`config.mk`:
```
export PLATFORM = sky130hd
export DESIGN_NAME = collider_arbiter
export DESIGN_NICKNAME = d
export VERILOG_FILES = /design/src/rtl/collider_pkg.sv /design/src/rtl/collider_arbiter_rr_pick2.sv /design/src/rtl/collider_arbiter.sv
export SDC_FILE = /design/constraint.sdc
export NUM_CORES = 1
export LEC_CHECK = 0
export ABC_AREA = 0
export BUFFER_PORTS_ARGS = -buffer_cell sky130_fd_sc_hd__buf_2
export CORE_AREA = 5 5 227 229
export CTS_BUF_LIST = sky130_fd_sc_hd__clkbuf_8
export DETAILED_ROUTE_END_ITERATION = 6
export DIE_AREA = 0 0 232 234
export SLEW_MARGIN = 5
export SYNTH_ARGS = -nofsm -noshare
export SYNTH_HDL_FRONTEND = slang
export SYNTH_SLANG_ARGS = --single-unit
export TNS_END_PERCENT = 30
```
`constraint.sdc`:
```
create_clock -name Clk -period 2.9 [get_ports Clk]
set_input_delay 0 -clock Clk [delete_from_list [all_inputs] [get_ports Clk]]
set_output_delay 0 -clock Clk [all_outputs]
set_load 0.02 [all_outputs]
```
`src/rtl/collider_pkg.sv`:
```
// Shared types and screen defaults for the collider arbiter slice.
package collider_pkg;

  localparam int COORD_W = 32;

  typedef logic signed [COORD_W-1:0] coord_t;

  typedef struct packed {
    coord_t x_min;
    coord_t x_max;
    coord_t y_min;
    coord_t y_max;
  } bounds_t;

  typedef enum logic [0:0] {
    IDLE  = 1'b0,
    DRIVE = 1'b1
  } arb_state_e;

  localparam int DEF_X_MIN = 0;
  localparam int DEF_X_MAX = 639;
  localparam int DEF_Y_MIN = 0;
  localparam int DEF_Y_MAX = 479;

endpackage

```
`src/rtl/collider_arbiter_rr_pick2.sv`:
```
// Two-requester round-robin picker: on a tie the player not served last wins.
module rr_pick2 (
  input  logic [1:0] elig,
  input  logic       last_grant,
  output logic       valid,
  output logic       idx
);

  always_comb begin
    valid = |elig;
    idx   = elig[1];
    if (&elig) idx = ~last_grant;
  end

endmodule

```
`src/rtl/collider_arbiter.sv`:
```
// Time-shares one combinational level collider between the two players and
// latches each player's returned bounds after a settle window.
module collider_arbiter
  import collider_pkg::*;
#(
  parameter int COORD_W    = collider_pkg::COORD_W,
  parameter int SETTLE_CYC = 1,
  parameter int DEF_X_MIN  = collider_pkg::DEF_X_MIN,
  parameter int DEF_X_MAX  = collider_pkg::DEF_X_MAX,
  parameter int DEF_Y_MIN  = collider_pkg::DEF_Y_MIN,
  parameter int DEF_Y_MAX  = collider_pkg::DEF_Y_MAX
) (
  input  logic                      Clk,
  input  logic                      Reset,
  input  logic [1:0]                req,
  input  logic signed [COORD_W-1:0] pos_x0,
  input  logic signed [COORD_W-1:0] pos_y0,
  input  logic signed [COORD_W-1:0] pos_x1,
  input  logic signed [COORD_W-1:0] pos_y1,
  output logic signed [COORD_W-1:0] col_x_pos,
  output logic signed [COORD_W-1:0] col_y_pos,
  input  logic signed [COORD_W-1:0] col_x_min,
  input  logic signed [COORD_W-1:0] col_x_max,
  input  logic signed [COORD_W-1:0] col_y_min,
  input  logic signed [COORD_W-1:0] col_y_max,
  output logic [1:0]                ack,
  output logic [1:0]                grant,
  output logic                      busy,
  output logic signed [COORD_W-1:0] bnd0_x_min,
  output logic signed [COORD_W-1:0] bnd0_x_max,
  output logic signed [COORD_W-1:0] bnd0_y_min,
  output logic signed [COORD_W-1:0] bnd0_y_max,
  output logic signed [COORD_W-1:0] bnd1_x_min,
  output logic signed [COORD_W-1:0] bnd1_x_max,
  output logic signed [COORD_W-1:0] bnd1_y_min,
  output logic signed [COORD_W-1:0] bnd1_y_max,
  output logic [1:0]                bnd_valid
);

  arb_state_e                state;
  logic                      last_grant;
  logic [3:0]                cnt;
  logic signed [COORD_W-1:0] hold_x, hold_y;
  logic [1:0]                elig;
  logic                      pick_valid, pick_idx;

  // A player is masked in its own ack cycle so a held request is not re-served back to back.
  assign elig = req & ~ack;

  rr_pick2 u_pick (
    .elig       (elig),
    .last_grant (last_grant),
    .valid      (pick_valid),
    .idx        (pick_idx)
  );

  assign busy      = (state == DRIVE);
  assign col_x_pos = hold_x;
  assign col_y_pos = hold_y;

  always_ff @(posedge Clk) begin
    if (Reset) begin
      state      <= IDLE;
      last_grant <= 1'b1;
      cnt        <= '0;
      hold_x     <= '0;
      hold_y     <= '0;
      ack        <= '0;
      grant      <= '0;
      bnd_valid  <= '0;
      bnd0_x_min <= COORD_W'(DEF_X_MIN);
      bnd0_x_max <= COORD_W'(DEF_X_MAX);
      bnd0_y_min <= COORD_W'(DEF_Y_MIN);
      bnd0_y_max <= COORD_W'(DEF_Y_MAX);
      bnd1_x_min <= COORD_W'(DEF_X_MIN);
      bnd1_x_max <= COORD_W'(DEF_X_MAX);
      bnd1_y_min <= COORD_W'(DEF_Y_MIN);
      bnd1_y_max <= COORD_W'(DEF_Y_MAX);
    end else begin
      ack <= '0;
      case (state)
        IDLE: begin
          if (pick_valid) begin
            hold_x     <= pick_idx ? pos_x1 : pos_x0;
            hold_y     <= pick_idx ? pos_y1 : pos_y0;
            grant      <= pick_idx ? 2'b10 : 2'b01;
            last_grant <= pick_idx;
            cnt        <= 4'(SETTLE_CYC - 1);
            state      <= DRIVE;
          end
        end
        DRIVE: begin
          if (cnt != 4'd0) begin
            cnt <= cnt - 4'd1;
          end else begin
            if (last_grant) begin
              bnd1_x_min <= col_x_min;
              bnd1_x_max <= col_x_max;
              bnd1_y_min <= col_y_min;
              bnd1_y_max <= col_y_max;
            end else begin
              bnd0_x_min <= col_x_min;
              bnd0_x_max <= col_x_max;
              bnd0_y_min <= col_y_min;
              bnd0_y_max <= col_y_max;
            end
            ack[last_grant]       <= 1'b1;
            bnd_valid[last_grant] <= 1'b1;
            grant                 <= '0;
            state                 <= IDLE;
          end
        end
        default: state <= IDLE;
      endcase
    end
  end

endmodule

```
== After elaboration in Yosys (flattened, before gate mapping) ==
Cells that the tools add are included.

* Bitwise gates (word level): 6
* Reduce and logical (&&, ||, !) cells: 11
* Multiplexer cells: 15
* Add/sub/neg operators: 1
* Equal/unequal tests: 3
* Magnitude comparators: 2

{| class="wikitable"
|+ Operator list
! cell !! count
|-
| $mux W32 || 2
|-
| $reduce_and A2 Y1 || 5
|-
| $mux W4 || 2
|-
| $pmux W4 S2 || 1
|-
| $mux W2 || 3
|-
| $reduce_and A3 Y1 || 2
|-
| $mux W1 || 4
|-
| $ne A2 B2 Y1 const B || 2
|-
| $pmux W2 S2 || 1
|-
| $reduce_bool A4 Y1 || 1
|-
| $sub A4 B1 Y4 const B || 1
|-
| $not A1 Y1 || 3
|-
| $reduce_or A3 Y1 || 1
|-
| $and A2 B2 Y2 || 1
|-
| $lt A1 B2 Y1 const B || 1
|-
| $ne A2 B1 Y1 const B || 1
|-
| $not A2 Y2 || 1
|-
| $or A2 B2 Y2 || 1
|-
| $pmux W1 S2 || 1
|-
| $reduce_or A2 Y1 || 1
|-
| $demux W1 S1 || 1
|-
| $ge A1 B1 Y1 const B || 1
|-
| $logic_and A1 B1 Y1 || 1
|}

* Output and inout bits: 327
* Flip-flop bits (word level): 332
* Logic and storage cells: 54
* Input port bits: 260

== Logic depth before layout (Yosys ltp) ==
* Depth in word-level cells: 7
* Depth in mapped cells: 8
* Mapped depth without buffers: 6

== Modules after synthesis ==
From an unflattened synthesis, not the netlist that was laid out.

* Cell total of the unflattened synthesis: 1314
* Area total of the unflattened synthesis: 13659.4 um^2

{| class="wikitable"
|+ Modules (own cells, without submodules)
! module !! seq. area each (um^2) !! cells each !! instances !! area each (um^2)
|-
| collider_arbiter || 6646.4 || 1312 || 1 || 13645.6
|-
| rr_pick2 || 0.0 || 2 || 1 || 13.8
|}

== Least setup slack after synthesis ==
No wires, ideal clock.

* Path kind: reg-to-reg
* Start point: register state, in the netlist busy
* End point: register cnt[3]
* Data required time: 2.785 ns
* Stages on the path, launching flop included: 6
* Path slack: 1.288 ns
* Arrival time: 1.498 ns
* Period minus slack after synthesis: 1.612 ns
* Path through: dfxtp_1 -> buf_4 -> or4b_2 -> nand2_1 -> nor2_1 -> o21a_1

* Cells in the longest elaborated chain, start to end: 3
* Elaborated cells between the ends (all ways): 5
* Those cells by class: 2 x eq/ne; 1 x mux; 1 x bitwise; 1 x reduce/logical

{| class="wikitable"
|+ Ends and longest elaborated chain
! element !! line !! text
|-
| start: declaration || collider_arbiter.sv:40 || <nowiki>arb_state_e state;</nowiki>
|-
| start signal: assignment || collider_arbiter.sv:63 || <nowiki>state <= IDLE;</nowiki>
|-
| start signal: assignment || collider_arbiter.sv:89 || <nowiki>state <= DRIVE;</nowiki>
|-
| start signal: assignment || collider_arbiter.sv:110 || <nowiki>state <= IDLE;</nowiki>
|-
| $not A1 Y1 || - ||
|-
| $ne A2 B2 Y1 (no line) || - ||
|-
| $reduce_and A2 Y1 (no line) || - ||
|-
| end signal: assignment || collider_arbiter.sv:88 || <nowiki>cnt <= 4'(SETTLE_CYC - 1);</nowiki>
|-
| end signal: assignment || collider_arbiter.sv:94 || <nowiki>cnt <= cnt - 4'd1;</nowiki>
|-
| end: declaration || collider_arbiter.sv:42 || <nowiki>logic [3:0] cnt;</nowiki>
|}

Parallel ways exist; a longest one is shown, timed or not.
A chain may end at the register's enable or synchronous reset.

== Worst setup path in the final report ==
* Start point: register last_grant
* End point: register hold_x[31], in the netlist col_x_pos[31]

* Cells in the longest elaborated chain, start to end: 3

{| class="wikitable"
|+ Ends and longest elaborated chain
! element !! line !! text
|-
| start: declaration || collider_arbiter.sv:41 || <nowiki>logic last_grant;</nowiki>
|-
| start signal: assignment || collider_arbiter.sv:87 || <nowiki>last_grant <= pick_idx;</nowiki>
|-
| $not A1 Y1 (no line) || - ||
|-
| $mux W1 || collider_arbiter_rr_pick2.sv:12 || <nowiki>if (&elig) idx = ~last_grant;</nowiki>
|-
| $mux W32 || collider_arbiter.sv:84 || <nowiki>hold_x <= pick_idx ? pos_x1 : pos_x0;</nowiki>
|-
| end signal: assignment || collider_arbiter.sv:84 ||
|-
| end: declaration || collider_arbiter.sv:43 || <nowiki>logic signed [COORD_W-1:0] hold_x, hold_y;</nowiki>
|}

Every way passes these cells.

==> results.txt <==
----------------------------------------------------
[Pwr]
  Leakage power total ... just under 9 nW
  Maximum ir drop on the vdd rail ... 0.000450 V
  Pwr Density ... 621 nW/µm²

[STA]
  Tcrit/Tclk final ... between 90% and 100%
  Highest clock frequency the design can meet ... 376 MHz
  Final worst clock skew ... 25.2 ps
  Number of setup violations in the final report ... 0
  Tightest slew margin relative to the limit ... 40.7%
  Total negative slack ... 0 ps
  Slew Limit Fails ... 0
  Final number of hold-violating endpoints ... 0
  Minimum period implied by the final worst setup slack ... 2660 ps
  Setup repair after global routing missed its margin ... false
  Slew at the pin closest to its max-slew limit ... 889 ps

[Layout]
  Most used cells in the layout excluding fill and tap cells ... 585 x sky130_fd_sc_hd__buf_2, 514 x sky130_fd_sc_hd__nand2_1, 332 x sky130_fd_sc_hd__dfxtp_1
  Share of layout cells above drive strength 1 ... 31.2%
  Final layout net count ... ~2500
  Layout overhead on the synthesized area ... 60.1%
  Most common cell after layout, fill and taps aside ... sky130_fd_sc_hd__buf_2
  Utilization of the core after routing ... between 30 and 40%

[Route]
  Overall via count from detail_route ... 13100
  Routed wire length ... 49.8 mm
  Drt first pass iters ... 5
  Number of vias per cell after detailed routing ... 4.48
  Antenna-violating nets left ... 0
  Drt drc ... 0
  DRC marker count from the first detailed-route iteration ... 1030
  Average routed wire per standard cell ... between 15 and 20 µm

[Worst hold path]
  Worst min path class ... in2reg

[Clock network]
  CTS root buf ... sky130_fd_sc_hd__clkbuf_8
  Clock tree from TritonCTS ... built
  Latest clock arrival within the worst-skew pair ... between 600 and 700 ps
  Maximum count of clock buffers along a single path ... 3
  Clock buffers created by TritonCTS ... a little under 60
  Number of setup buffers added after CTS ... 0
  Reg clk slew, reported paths ... 60 ps
  Clock sink count ... roughly 330
  Number of H-tree levels ... 2

[Place]
  HPWL after DPL ... 34.0 mm
  Port Buf Inserts ... 586
  Routability Congestion ... roughly 0.81

[Setup path]
  Critical Path Sink Type ... flip-flop
  Worst setup path category ... reg2reg
  Minimum setup slack among reg-to-reg paths ... 240 ps
  Crit path DAT ... 3200 ps
  Critical Path Source Type ... flip-flop
  Worst-path maximum fanout ... 5
  Worst endpoint required time ... 3450 ps

[Outcome]
  Result of the run ... finished, final reports clean

[Global route]
  Grt total ovfl ... 0
  Number of antenna violations at the first check in global routing ... 2
  Pin count of the biggest net entering global routing ... 149
  Vias in the first global route ... 13000
  Overall fraction of global-route tracks in use ... between 10% and 20%
  Wire length of the first global-routing pass ... 73.4 mm

[Synth]
  Synthesized flop and latch total ... between 300 and 400
  Number of warning messages in the yosys log ... 0
  Distinct cell type count of the synthesized netlist ... 37
  Post-Synthesis Cells ... roughly 1400
  Sequential fraction of the synthesis area ... between 50% and 60%
  Synthesized area per cell ... 8.61 µm²
  Netlist Area Pre-Place ... 11900 µm²
  Syn Nets ... 1645

[Die]
  Chip height ... 234 µm
  I/O pins ... 587
  Area of the placeable core ... just under 50000 µm²
  Width of the die ... between 200 and 250 µm
  Num rows ... 82
  Initial core utilization ... about a quarter
  Overall die area ... 54300 µm²

[Run]
  Max-capacitance violation count ... 0

----------------------------------------------------
report_power, final:
| part | switching, mW | internal (mW) |
|---|---|---|
| sequential | 0.201 | 4.93 |
| combinational | 1.46 | 1.01 |
| clock | 1.94 | 2.31 |
| total | 3.59 | 8.25 |
cell families (layout without fill, tap and decap cells):
group | Yosys count | count (layout) | share of synthesized area, %
flops | 332 | 332 | 55.8
fa+ha+maj | 2 | 2 | 0.210
buf+inv | 110 | 974 | 5.84
simple gates | 636 | 636 | 22.3
other cells | 0 | 5 | 0
mux | 2 | 2 | 0.168
compound gates | 301 | 301 | 15.7
per-layer routing:
layer / part of all wire [%] / GRT usage (%)
met5: 0.014 / 0
met3: 8.1 / 4.81
met2: 47 / 27.6
met1: 41 / 21.0
met4: 3.8 / 7.37
registers in the layout, summed over array words and instances, names as in the netlist, 2 cells and up:
register / count
bnd0_x_min: 32
bnd0_x_max: 32
grant: 2
bnd0_y_max: 32
col_x_pos: 32
ack: 2
bnd1_y_min: 32
bnd1_y_max: 32
bnd_valid: 2
bnd0_y_min: 32
col_y_pos: 32
bnd1_x_max: 32
bnd1_x_min: 32
cnt: 4
synth_stat cells:
| cell | instances | area share, % |
|---|---|---|
| sky130_fd_sc_hd__a2111oi_4 | 1 | 0.23 |
| sky130_fd_sc_hd__a211oi_1 | 2 | 0.13 |
| sky130_fd_sc_hd__a21o_1 | 2 | 0.13 |
| sky130_fd_sc_hd__a21oi_1 | 226 | 9.5 |
| sky130_fd_sc_hd__a21oi_2 | 1 | 0.074 |
| sky130_fd_sc_hd__a221o_1 | 62 | 5.2 |
| sky130_fd_sc_hd__a221oi_1 | 1 | 0.074 |
| sky130_fd_sc_hd__a2bb2oi_1 | 1 | 0.074 |
| sky130_fd_sc_hd__a31o_2 | 1 | 0.074 |
| sky130_fd_sc_hd__and2_1 | 64 | 3.4 |
| sky130_fd_sc_hd__and4bb_2 | 1 | 0.11 |
| sky130_fd_sc_hd__buf_1 | 2 | 0.063 |
| sky130_fd_sc_hd__buf_2 | 37 | 1.6 |
| sky130_fd_sc_hd__buf_4 | 5 | 0.32 |
| sky130_fd_sc_hd__buf_6 | 28 | 2.6 |
| sky130_fd_sc_hd__clkbuf_1 | 27 | 0.85 |
| sky130_fd_sc_hd__clkbuf_2 | 6 | 0.25 |
| sky130_fd_sc_hd__clkinv_1 | 1 | 0.031 |
| sky130_fd_sc_hd__dfxtp_1 | 332 | 56 |
| sky130_fd_sc_hd__ha_1 | 2 | 0.21 |
| sky130_fd_sc_hd__inv_1 | 4 | 0.13 |
| sky130_fd_sc_hd__mux2i_1 | 2 | 0.17 |
| sky130_fd_sc_hd__nand2_1 | 516 | 16 |
| sky130_fd_sc_hd__nand2b_1 | 1 | 0.053 |
| sky130_fd_sc_hd__nand2b_4 | 2 | 0.23 |
| sky130_fd_sc_hd__nand3_1 | 33 | 1.4 |
| sky130_fd_sc_hd__nor2_1 | 12 | 0.38 |
| sky130_fd_sc_hd__nor2_2 | 1 | 0.053 |
| sky130_fd_sc_hd__nor2b_4 | 1 | 0.12 |
| sky130_fd_sc_hd__nor3_1 | 2 | 0.084 |
| sky130_fd_sc_hd__nor3_2 | 1 | 0.084 |
| sky130_fd_sc_hd__nor3b_1 | 1 | 0.063 |
| sky130_fd_sc_hd__o21a_1 | 1 | 0.063 |
| sky130_fd_sc_hd__o21ai_0 | 1 | 0.042 |
| sky130_fd_sc_hd__o21ai_2 | 1 | 0.074 |
| sky130_fd_sc_hd__o221ai_1 | 1 | 0.074 |
| sky130_fd_sc_hd__or4b_2 | 1 | 0.084 |
per-stage QoR:
step | power (mW) | worst slack (ps) | cell area, µm² | hold WS (ps) | instances
global placement | 7.25 | 691 | 15300 | 222 | 2553
CTS | 12.0 | 210 | 19100 | 70.4 | 2919
global route | 12.4 | 40.8 | 19100 | 129 | 2919
finish | 11.8 | 244 | 19100 | 165 | 2924
floorplan | 6.44 | 1290 | 11900 | 124 | 1383
detailed placement | 7.29 | 622 | 15300 | 226 | 2553
what timing repair did:
item / in CTS / in global routing
endpoints found under the setup margin: 0 / 0
hold endpoints to repair: 328 / 0
gates resized for setup: 0 / 0
hold buffers: 264 / 0
final timing paths:
kind | startpoint | end | cells after the start
max | last_grant | col_x_pos[31] | 6
min | col_x_max[6] | bnd0_x_max[6] | 4
max reg2reg | last_grant | col_x_pos[31] | 6
min reg2reg | bnd0_y_min[1] | bnd0_y_min[1] | 2
layout make-up:
| type | instances | area (µm²) |
|---|---|---|
| Antenna cell | 5 | 12.5 |
| Clock buffer | 72 | 991 |
| Clock inverter | 30 | 159 |
| Fill cell | 4974 | 30400 |
| Inverter | 5 | 18.8 |
| Multi-Input combinational cell | 941 | 4600 |
| Sequential cell | 332 | 6650 |
| Tap cell | 672 | 841 |
| Timing Repair Buffer | 867 | 5800 |
critical path, stage by stage (launching register included):
cell,delay (ps)
sky130_fd_sc_hd__dfxtp_1,390
sky130_fd_sc_hd__inv_1,170
sky130_fd_sc_hd__o21ai_2,470
sky130_fd_sc_hd__mux2i_1,140
sky130_fd_sc_hd__dlygate4sd3_1,590
sky130_fd_sc_hd__a211oi_1,250
sky130_fd_sc_hd__dlygate4sd3_1,580
(Power assumes the default switching activity.)
